### src/rtl/instr_fetch_unit.sv
`default_nettype none
// ============================================================================
// Module   : instr_fetch_unit
// Purpose  : Instruction fetch front end. Holds the fetch PC, issues one word
//            read at a time to instruction memory over req/ack, buffers the
//            returned words in a small FIFO and presents the FIFO head to the
//            decoder over valid/ready. A redirect flushes the FIFO and any
//            in-flight response.
// Revision : 1.0 - initial release
// ----------------------------------------------------------------------------
// Parameters
//   RESET_PC    first fetch address after reset (word aligned)
//   FIFO_DEPTH  instruction buffer entries, 2 or 4
// Ports
//   clk, rst              clock, asynchronous active-high reset
//   imem_req/imem_addr    read request and word-aligned address
//   imem_ack/imem_rdata   read completion and returned word
//   instr_valid/ready     decode handshake on the FIFO head
//   instr, opcode         head word and its [31:26] opcode field
//   instr_pc, pc_plus4    head address and head address + 4
//   redirect/redirect_pc  taken branch/jump and its target
// Optional feature (macro FETCH_PERF_CNT_EN)
//   perf_fetched          count of instructions accepted by decode
//   perf_flushed          count of instructions/responses discarded
// ============================================================================
module instr_fetch_unit #(
  parameter logic [31:0] RESET_PC   = 32'h0000_0000,
  parameter int          FIFO_DEPTH = 2
) (
  input  logic        clk,
  input  logic        rst,
  output logic        imem_req,
  output logic [31:0] imem_addr,
  input  logic        imem_ack,
  input  logic [31:0] imem_rdata,
  output logic        instr_valid,
  input  logic        instr_ready,
  output logic [31:0] instr,
  output logic [5:0]  opcode,
  output logic [31:0] instr_pc,
  output logic [31:0] pc_plus4,
  input  logic        redirect,
  input  logic [31:0] redirect_pc
`ifdef FETCH_PERF_CNT_EN
  ,
  output logic [31:0] perf_fetched,
  output logic [31:0] perf_flushed
`endif
);

  localparam int PTR_W = (FIFO_DEPTH > 2) ? 2 : 1;
  localparam int CNT_W = PTR_W + 1;
  localparam logic [CNT_W-1:0] C_DEPTH = CNT_W'(FIFO_DEPTH);

  typedef enum logic [1:0] {
    S_IDLE  = 2'd0,
    S_REQ   = 2'd1,
    S_DRAIN = 2'd2
  } state_t;

  state_t             state_q,    state_d;
  logic               req_q,      req_d;
  logic [31:0]        addr_q,     addr_d;
  logic [31:0]        fetch_pc_q, fetch_pc_d;
  logic [PTR_W-1:0]   rd_ptr_q,   rd_ptr_d;
  logic [PTR_W-1:0]   wr_ptr_q,   wr_ptr_d;
  logic [CNT_W-1:0]   count_q,    count_d;
  logic [31:0]        pc_mem_q  [FIFO_DEPTH];
  logic [31:0]        ins_mem_q [FIFO_DEPTH];

  logic        push;
  logic        pop;
  logic [31:0] target;
  logic        unused_redirect_lsb;

  assign target              = {redirect_pc[31:2], 2'b00};
  assign unused_redirect_lsb = ^redirect_pc[1:0];

  assign instr_valid = (count_q != '0);
  assign instr       = instr_valid ? ins_mem_q[rd_ptr_q] : 32'h0;
  assign instr_pc    = instr_valid ? pc_mem_q[rd_ptr_q]  : 32'h0;
  assign pc_plus4    = instr_pc + 32'd4;
  assign opcode      = instr[31:26];
  assign imem_req    = req_q;
  assign imem_addr   = addr_q;

  // A redirect kills any pop in the same cycle.
  assign pop = instr_valid && instr_ready && !redirect;

  always_comb begin
    state_d    = state_q;
    req_d      = req_q;
    addr_d     = addr_q;
    fetch_pc_d = fetch_pc_q;
    push       = 1'b0;

    case (state_q)
      S_IDLE: begin
        // Nothing is outstanding here, so free space is simply count < depth.
        // A redirect takes this cycle to load the new target first.
        if (redirect) begin
          fetch_pc_d = target;
        end else if (count_q < C_DEPTH) begin
          req_d   = 1'b1;
          addr_d  = fetch_pc_q;
          state_d = S_REQ;
        end
      end
      S_REQ: begin
        if (imem_ack) begin
          req_d   = 1'b0;
          state_d = S_IDLE;
          if (redirect) begin
            fetch_pc_d = target;
          end else begin
            push       = 1'b1;
            fetch_pc_d = fetch_pc_q + 32'd4;
          end
        end else if (redirect) begin
          fetch_pc_d = target;
          state_d    = S_DRAIN;
        end
      end
      S_DRAIN: begin
        // The wrong-path response is thrown away; the newest target wins.
        if (redirect) begin
          fetch_pc_d = target;
        end
        if (imem_ack) begin
          req_d   = 1'b0;
          state_d = S_IDLE;
        end
      end
      default: begin
        req_d   = 1'b0;
        state_d = S_IDLE;
      end
    endcase
  end

  always_comb begin
    rd_ptr_d = rd_ptr_q;
    wr_ptr_d = wr_ptr_q;
    count_d  = count_q;
    if (redirect) begin
      rd_ptr_d = '0;
      wr_ptr_d = '0;
      count_d  = '0;
    end else begin
      if (push) begin
        wr_ptr_d = wr_ptr_q + PTR_W'(1);
      end
      if (pop) begin
        rd_ptr_d = rd_ptr_q + PTR_W'(1);
      end
      case ({push, pop})
        2'b10:   count_d = count_q + CNT_W'(1);
        2'b01:   count_d = count_q - CNT_W'(1);
        default: count_d = count_q;
      endcase
    end
  end

  always_ff @(posedge clk or posedge rst) begin
    if (rst) begin
      state_q    <= S_IDLE;
      req_q      <= 1'b0;
      addr_q     <= RESET_PC;
      fetch_pc_q <= RESET_PC;
      rd_ptr_q   <= '0;
      wr_ptr_q   <= '0;
      count_q    <= '0;
      for (int i = 0; i < FIFO_DEPTH; i++) begin
        pc_mem_q[i]  <= 32'h0;
        ins_mem_q[i] <= 32'h0;
      end
    end else begin
      state_q    <= state_d;
      req_q      <= req_d;
      addr_q     <= addr_d;
      fetch_pc_q <= fetch_pc_d;
      rd_ptr_q   <= rd_ptr_d;
      wr_ptr_q   <= wr_ptr_d;
      count_q    <= count_d;
      if (push) begin
        pc_mem_q[wr_ptr_q]  <= addr_q;
        ins_mem_q[wr_ptr_q] <= imem_rdata;
      end
    end
  end

`ifdef FETCH_PERF_CNT_EN
  logic [31:0] perf_fetched_q, perf_fetched_d;
  logic [31:0] perf_flushed_q, perf_flushed_d;

  always_comb begin
    perf_fetched_d = perf_fetched_q + (pop ? 32'd1 : 32'd0);
    perf_flushed_d = perf_flushed_q;
    // The outstanding response is charged once, when the redirect hits REQ;
    // a further redirect during DRAIN only adds the (empty) FIFO contents.
    if (redirect) begin
      perf_flushed_d = perf_flushed_q + {{(32-CNT_W){1'b0}}, count_q}
                     + ((state_q == S_REQ) ? 32'd1 : 32'd0);
    end
  end

  always_ff @(posedge clk or posedge rst) begin
    if (rst) begin
      perf_fetched_q <= 32'h0;
      perf_flushed_q <= 32'h0;
    end else begin
      perf_fetched_q <= perf_fetched_d;
      perf_flushed_q <= perf_flushed_d;
    end
  end

  assign perf_fetched = perf_fetched_q;
  assign perf_flushed = perf_flushed_q;
`endif

endmodule
`default_nettype wire

### config.mk
export PLATFORM = sky130hd
export DESIGN_NAME = instr_fetch_unit
export DESIGN_NICKNAME = d
export VERILOG_FILES = /design/src/rtl/instr_fetch_unit.sv
export SDC_FILE = /design/constraint.sdc
export NUM_CORES = 1
export LEC_CHECK = 0
export ABC_AREA = 1
export BUFFER_PORTS_ARGS = -buffer_cell sky130_fd_sc_hd__buf_2
export CAP_MARGIN = 15
export CORE_UTILIZATION = 45
export CTS_CLUSTER_SIZE = 25
export DETAILED_ROUTE_END_ITERATION = 6
export GPL_TIMING_DRIVEN = 0
export PLACE_DENSITY = 0.67
export SLEW_MARGIN = 10
export SYNTH_ARGS = -nofsm -noshare
export SYNTH_HDL_FRONTEND = slang
export SYNTH_SLANG_ARGS = --single-unit
export TNS_END_PERCENT = 20
### constraint.sdc
create_clock -name clk -period 8.81 [get_ports clk]
set_input_delay 1.762 -clock clk [delete_from_list [all_inputs] [get_ports clk]]
set_output_delay 1.762 -clock clk [all_outputs]
set_load 0.01 [all_outputs]
### Word-level counts from Yosys, hierarchy flattened

Cells that the tools add are included.
Widths: inputs -> output; s select.

* register bits after elaboration: 199
* word-level logic and storage cells: 83
* output and inout port bits: 136

* order comparisons: 4
* eq/ne operators: 9
* bitwise logic cells: 3
* reductions and logical operators: 15
* $add $sub $neg: 6
* mux-type cells: 35

Operator list (number)
* $mux 32: 12
* $bwmux 64: 2
* $add 32x3->32 const B: 2
* $pmux 32 s2: 1
* $demux 32 s1: 1
* $mux 2: 6
* $mux 1: 10
* $reduce_bool 2->1: 4
* $ne 2x2->1 const B: 3
* $pmux 2 s3: 1
* $reduce_and 3->1: 2
* $eq 2x1->1 const B: 2
* $eq 2x2->1 const B: 2
* $ge 2x2->1 const B: 2
* $not 1->2: 2
* $pmux 2 s2: 1
* $reduce_and 4->1: 1
* $reduce_or 2->1: 2
* $logic_and 1x1->1: 3
* $ne 3x3->1 const B: 1
* $reduce_bool 3->1: 1
* $add 1x1->1 const B: 2
* $add 2x1->2 const B: 1
* $logic_not 2->1: 1
* other kinds (7): 7

### Depth between registers and ports, before layout

* depth in word-level cells: 6
* mapped depth: 14
* depth with buffers taken out: 12

### Least setup slack after synthesis

OpenSTA, ideal clock, no wires.

* path kind: flip-flop to output port
* start point: reg count_q[0]
* end point: out pc_plus4[18]
* arrival time: 2012 ps
* cell stages (with the launch flop): 12
* path slack: 5036 ps
* path through: dfrtp_1 -> nor2_4 -> nor2_1 -> o21ai_1 -> inv_1 -> ha_1 -> inv_1 -> nor2_4 -> nand3_2 -> nor2_2 -> nand2_1 -> xor2_1

* longest elaborated chain between the ends: 3

RTL lines
* from (decl): line 67 `logic [CNT_W-1:0] count_q, count_d;`
* from (signal assigned): line 184 `count_q <= count_d;`
* $reduce_bool 2->1: line 79 `assign instr_valid = (count_q != '0);`
* $mux 32: line 81 `assign instr_pc = instr_valid ? pc_mem_q[rd_ptr_q] : 32'h0;`
* named net instr_pc[2]: line 40 `output logic [31:0] instr_pc,`
* $add 32x3->32: line 82 `assign pc_plus4 = instr_pc + 32'd4;`
* to (decl): line 41 `output logic [31:0] pc_plus4,`

The timed path passes the listed nets, and every way through them passes these cells.

### Worst setup path after layout

* start point: reg rd_ptr_q
* end point: out pc_plus4[18]

* longest elaborated chain between the ends: 6

RTL lines
* from (decl): line 65 `logic [PTR_W-1:0] rd_ptr_q, rd_ptr_d;`
* from (signal assigned): line 182 `rd_ptr_q <= rd_ptr_d;`
* $not 1->2 (implied by the code): line 81
* $mux 32 (implied by the code) (3 in a row): line 81
* $mux 32: line 81
* $add 32x3->32: line 82

Every way passes these cells. The select of a mux whose other input is x is not followed.

==> results.md <==
- In the final design database the tool counted 1,814 nets.
- The maximum vdd ir drop is 0.137 mV.
- The final design utilization is 0.551.
- The die is 158 um wide.
- Each instance of the synthesized netlist takes up on average 7.26 sq um.
- The critical path class is reg2out.
- The flow ran to the end, and the final reports show no timing, DRC or antenna violations.
- The total of cells resized after clock tree synthesis is 0.
- The insertion delay of the later-clocked pin in the worst-skew pair is 440 ps.
- For this design, the CTS-stage hold fixing added 0 buffers.
- The post-synthesis instance area is 0.0110 sq mm.
- Traced cell by cell, the critical path runs through buf_4 -> nor2_1 -> nor2_1 -> o21ai_1 -> inv_1 -> ha_1 -> inv_1 -> nor2_4 -> nand3_2 -> nor2_2 -> nand2_1 -> xor2_1 -> buf_2.
- The buffer cell driving the clock tree root is clkbuf_16.
- In this run the tightest slew margin relative to its limit is 0.502.
- The final hold violation count is 0.
- Of all nets on the critical path, the largest fanout is 10.
- The average wire per cell in the routed design is 16.8 um.
- Once the clock tree was built, the setup fixing pass inserted 0 buffers.
- In this run the register-to-register setup slack is 6530 ps.
- After synthesis, the cell types taking the most area are dfrtp_1, nand2_1, o21ai_0.
- The most used flip-flop cell after synthesis is dfrtp_1.
- The synthesized instance count is 1,517.
- The slew at the pin with the worst max-slew slack is 747 ps.
- The H-tree depth is 4.
- The storage element area is 0.00498 sq mm.
- The global-route wire length before repair is 54.4 mm.
- On the worst path, the slowest cell contributes a delay of 370 ps.
- The first-pass iteration count of the detailed router is 5.
- The synthesized net count is 1,592.
- For this run, the total global-route usage over all layers was measured as 0.283.
- The area taken by multi-input logic gates is 0.00499 sq mm.
- The sequential area share after synthesis is 0.452.
- Clock-pin slew was measured on the worst setup and hold paths at 70 ps.
- The setup clock skew after layout is 12.5 ps.
- The largest total area in the synthesized netlist belongs to dfrtp_1.
- Wires add up to 34.7 mm.
- The share of total power dissipated in combinational logic is 0.470.
- STA classifies the critical path startpoint as a flip-flop.
- The critical path's slowest cell is dfrtp_1.
- The number of buffer cells added on primary ports is 202.
- The count of final max-slew check failures is 0.
- The total via count after detailed routing is 10,700.
- The die covers 0.0251 sq mm.
- The finished layout holds 2,071 standard cells, fillers aside.
- Derived from the worst setup path, the maximum achievable clock frequency is 214 MHz.
- The total of max-cap violations is 0.
- The power density over the cells is 351 mW/mm^2.
- The number of global-route vias before repair is 9,991.
- The initial DRC count is 858.
- The number of placed instances, taps included, is 2,039.
- The internal portion of the total power is 2.49 mW.
- The worst hold slack is 482 ps.
- In the finished design, the share of the clock period the worst path needs comes to 0.531.
- The total clock sinks is 199.
- The relative contribution of the clock network to total power is 0.183.
- Yosys printed 0 warnings.
- The clock passes through at most 2 buffers.
- The final setup TNS is 0 ps.
- The initial antenna violation count came to 0.
- Of the cells placed in the final design, the portion with a size suffix greater than 1 is 0.183.
- The worst min-delay path category is reg2reg.
- Sorting the synthesized cells by how often they occur yields nand2_1, dfrtp_1, o21ai_0.
- The clock tree from TritonCTS is built.
- The share of flip-flops with an asynchronous set or reset is 1.00.
- After layout, the worst setup slack is 4130 ps.
- Routability-driven placement finished with a final weighted congestion of 0.964.
- The total of endpoints with negative setup slack in the final report is 0.
- STA classifies the critical path endpoint as an output port.
- Data on the critical path is required at its endpoint by 7050 ps.
- During I/O placement, the number of pins put on the boundary was 205.
- For the finished layout, the period the worst path requires is 4680 ps.
- The half-perimeter wire length of the detailed placement result is 26.0 mm.
- By instance count, the leading cell after synthesis is nand2_1.
- The layout has 2,313 filler cells.
- The total grt overflow is 0.
- The leakage dissipation is 6.73 nW.
- Of the total power, the share spent switching nets is 0.459.
- The total DRC errors in the routed layout is 0.
- The repair_antennas step left the layout with diodes totalling 0.
- The number of CTS-inserted buffers is 17.
- The die is 158 um tall.
- Synthesis inferred 199 register bits.
- The area of the placeable core is 0.0238 sq mm.
- Prior to clock tree synthesis, the placed netlist has a worst setup slack of 4570 ps.
- The worst path arrival time is 2920 ps.
- The effective utilization at floorplan is 0.464.
- Setup repair after global routing left no endpoint under its margin.
- Counting flops with a built-in enable in the synthesized netlist gives 0.
- In this run the core area contains 56 standard-cell rows.
- Dividing the detail-routed via count by the number of cells gives 5.17.
- Entering global routing, the biggest net connects 103 pins.
- The part of the total power dissipated in sequential elements is 0.348.
- The reported net switching power is 2.11 mW.
- The relative area change from synthesis to final layout is 18.8%.
- The synthesized netlist contains 37 unique library cells.
- Of the post-synthesis cell area, the dominant cell type holds 0.452.
- The detail route stage leaves a number of antenna-violating nets equal to 0.
[area by class of cell]
class | instances | share of cell area
multi-input combinational | 1065 | 0.381
sequential | 199 | 0.381
timing repair buffer | 203 | 0.0794
inverter | 172 | 0.0499
clock buffer | 17 | 0.0325
buffer | 81 | 0.0306
tap | 319 | 0.0305
clock inverter | 15 | 0.0156
[power by group through the flow]
stage	logic, mW	registers (mW)	clock network [mW]
floorplan	1.37	1.55	0
global placement	2.11	1.59	0
detailed placement	2.14	1.60	0
CTS	2.16	1.59	0.851
global route	2.42	1.64	0.885
finish	2.16	1.60	0.839
[kinds of logic (layout without fill, tap and decap cells)]
| logic type | Yosys count | count (layout) | synth area share |
|---|---|---|---|
| buf+inv | 253 | 488 | 0.0950 |
| fa+ha+maj | 6 | 6 | 0.00682 |
| simple gates | 749 | 749 | 0.297 |
| compound gates | 295 | 295 | 0.137 |
| xor+xnor | 15 | 15 | 0.0119 |
| flops | 199 | 199 | 0.452 |
[metrics by stage]
step / area, sq um / total power [mW]
finish: 13100 / 4.59
global placement: 12400 / 3.70
CTS: 13100 / 4.59
detailed placement: 12500 / 3.75
global route: 13100 / 4.95
floorplan: 11000 / 2.92
[path summary, 6_finish.rpt]
kind | cells past startpoint | endpoint | from
max | 13 | pc_plus4[18] | rd_ptr_q$_DFFE_PP0P_
max reg2reg | 11 | fetch_pc_q[27]$_DFFE_PP0P_ | state_q[0]$_DFFE_PP0P_
min reg2reg | 2 | pc_mem_q[6]$_DFFE_PP0P_ | pc_mem_q[6]$_DFFE_PP0P_
min in group asynchronous | 2 | fetch_pc_q[6]$_DFFE_PP0P_ | rst
max in group asynchronous | 3 | ins_mem_q[1]$_DFFE_PP0P_ | rst
min | 2 | pc_mem_q[6]$_DFFE_PP0P_ | pc_mem_q[6]$_DFFE_PP0P_
[critical path: cells and delay by family, from the launching register on]
kind                     cells  cell delay (ps)
adder cells (fa/ha/maj)      1              310
XOR/XNOR                     1              170
flip-flops                   1              370
buffers and inverters        4              700
AND/OR/NAND/NOR              6              780
AO/OA/AOI/OAI                1              140
[layer usage]
metal	wire, um	part of all wire	track usage	up-vias
met3	2270	0.065	0.0365	39
met5	0	0	0	-
met1	15800	0.45	0.392	5030
met4	716	0.021	0.0879	0
li1	-	-	-	5233
met2	16000	0.46	0.459	408
[cell usage in the layout, fill, tap and decap left out, types with 3 or more instances in the layout]
cell type	count
inv_6	3
or2_2	10
inv_1	165
nand3b_1	7
nand3_1	48
buf_2	206
inv_8	7
a31oi_1	3
o22ai_1	7
nor3_1	11
nor2_2	13
buf_6	4
inv_2	5
clkbuf_16	17
nor2_4	5
nor3_4	13
buf_1	3
clkbuf_1	57
dfrtp_1	199
xor2_1	14
nand2_2	10
nand2_1	450
buf_4	12
ha_1	6
nand4_1	15
nor3_2	4
nor2_1	160
o21ai_0	198
a21oi_1	77
[flip-flops by register name (all words and copies together) (netlist names)]
| register | flops |
|---|---|
| imem_addr | 32 |
| ins_mem_q | 64 |
| count_q | 2 |
| imem_req | 1 |
| wr_ptr_q | 1 |
| fetch_pc_q | 32 |
| rd_ptr_q | 1 |
| pc_mem_q | 64 |
| state_q | 2 |
(Power assumes the default switching activity.)
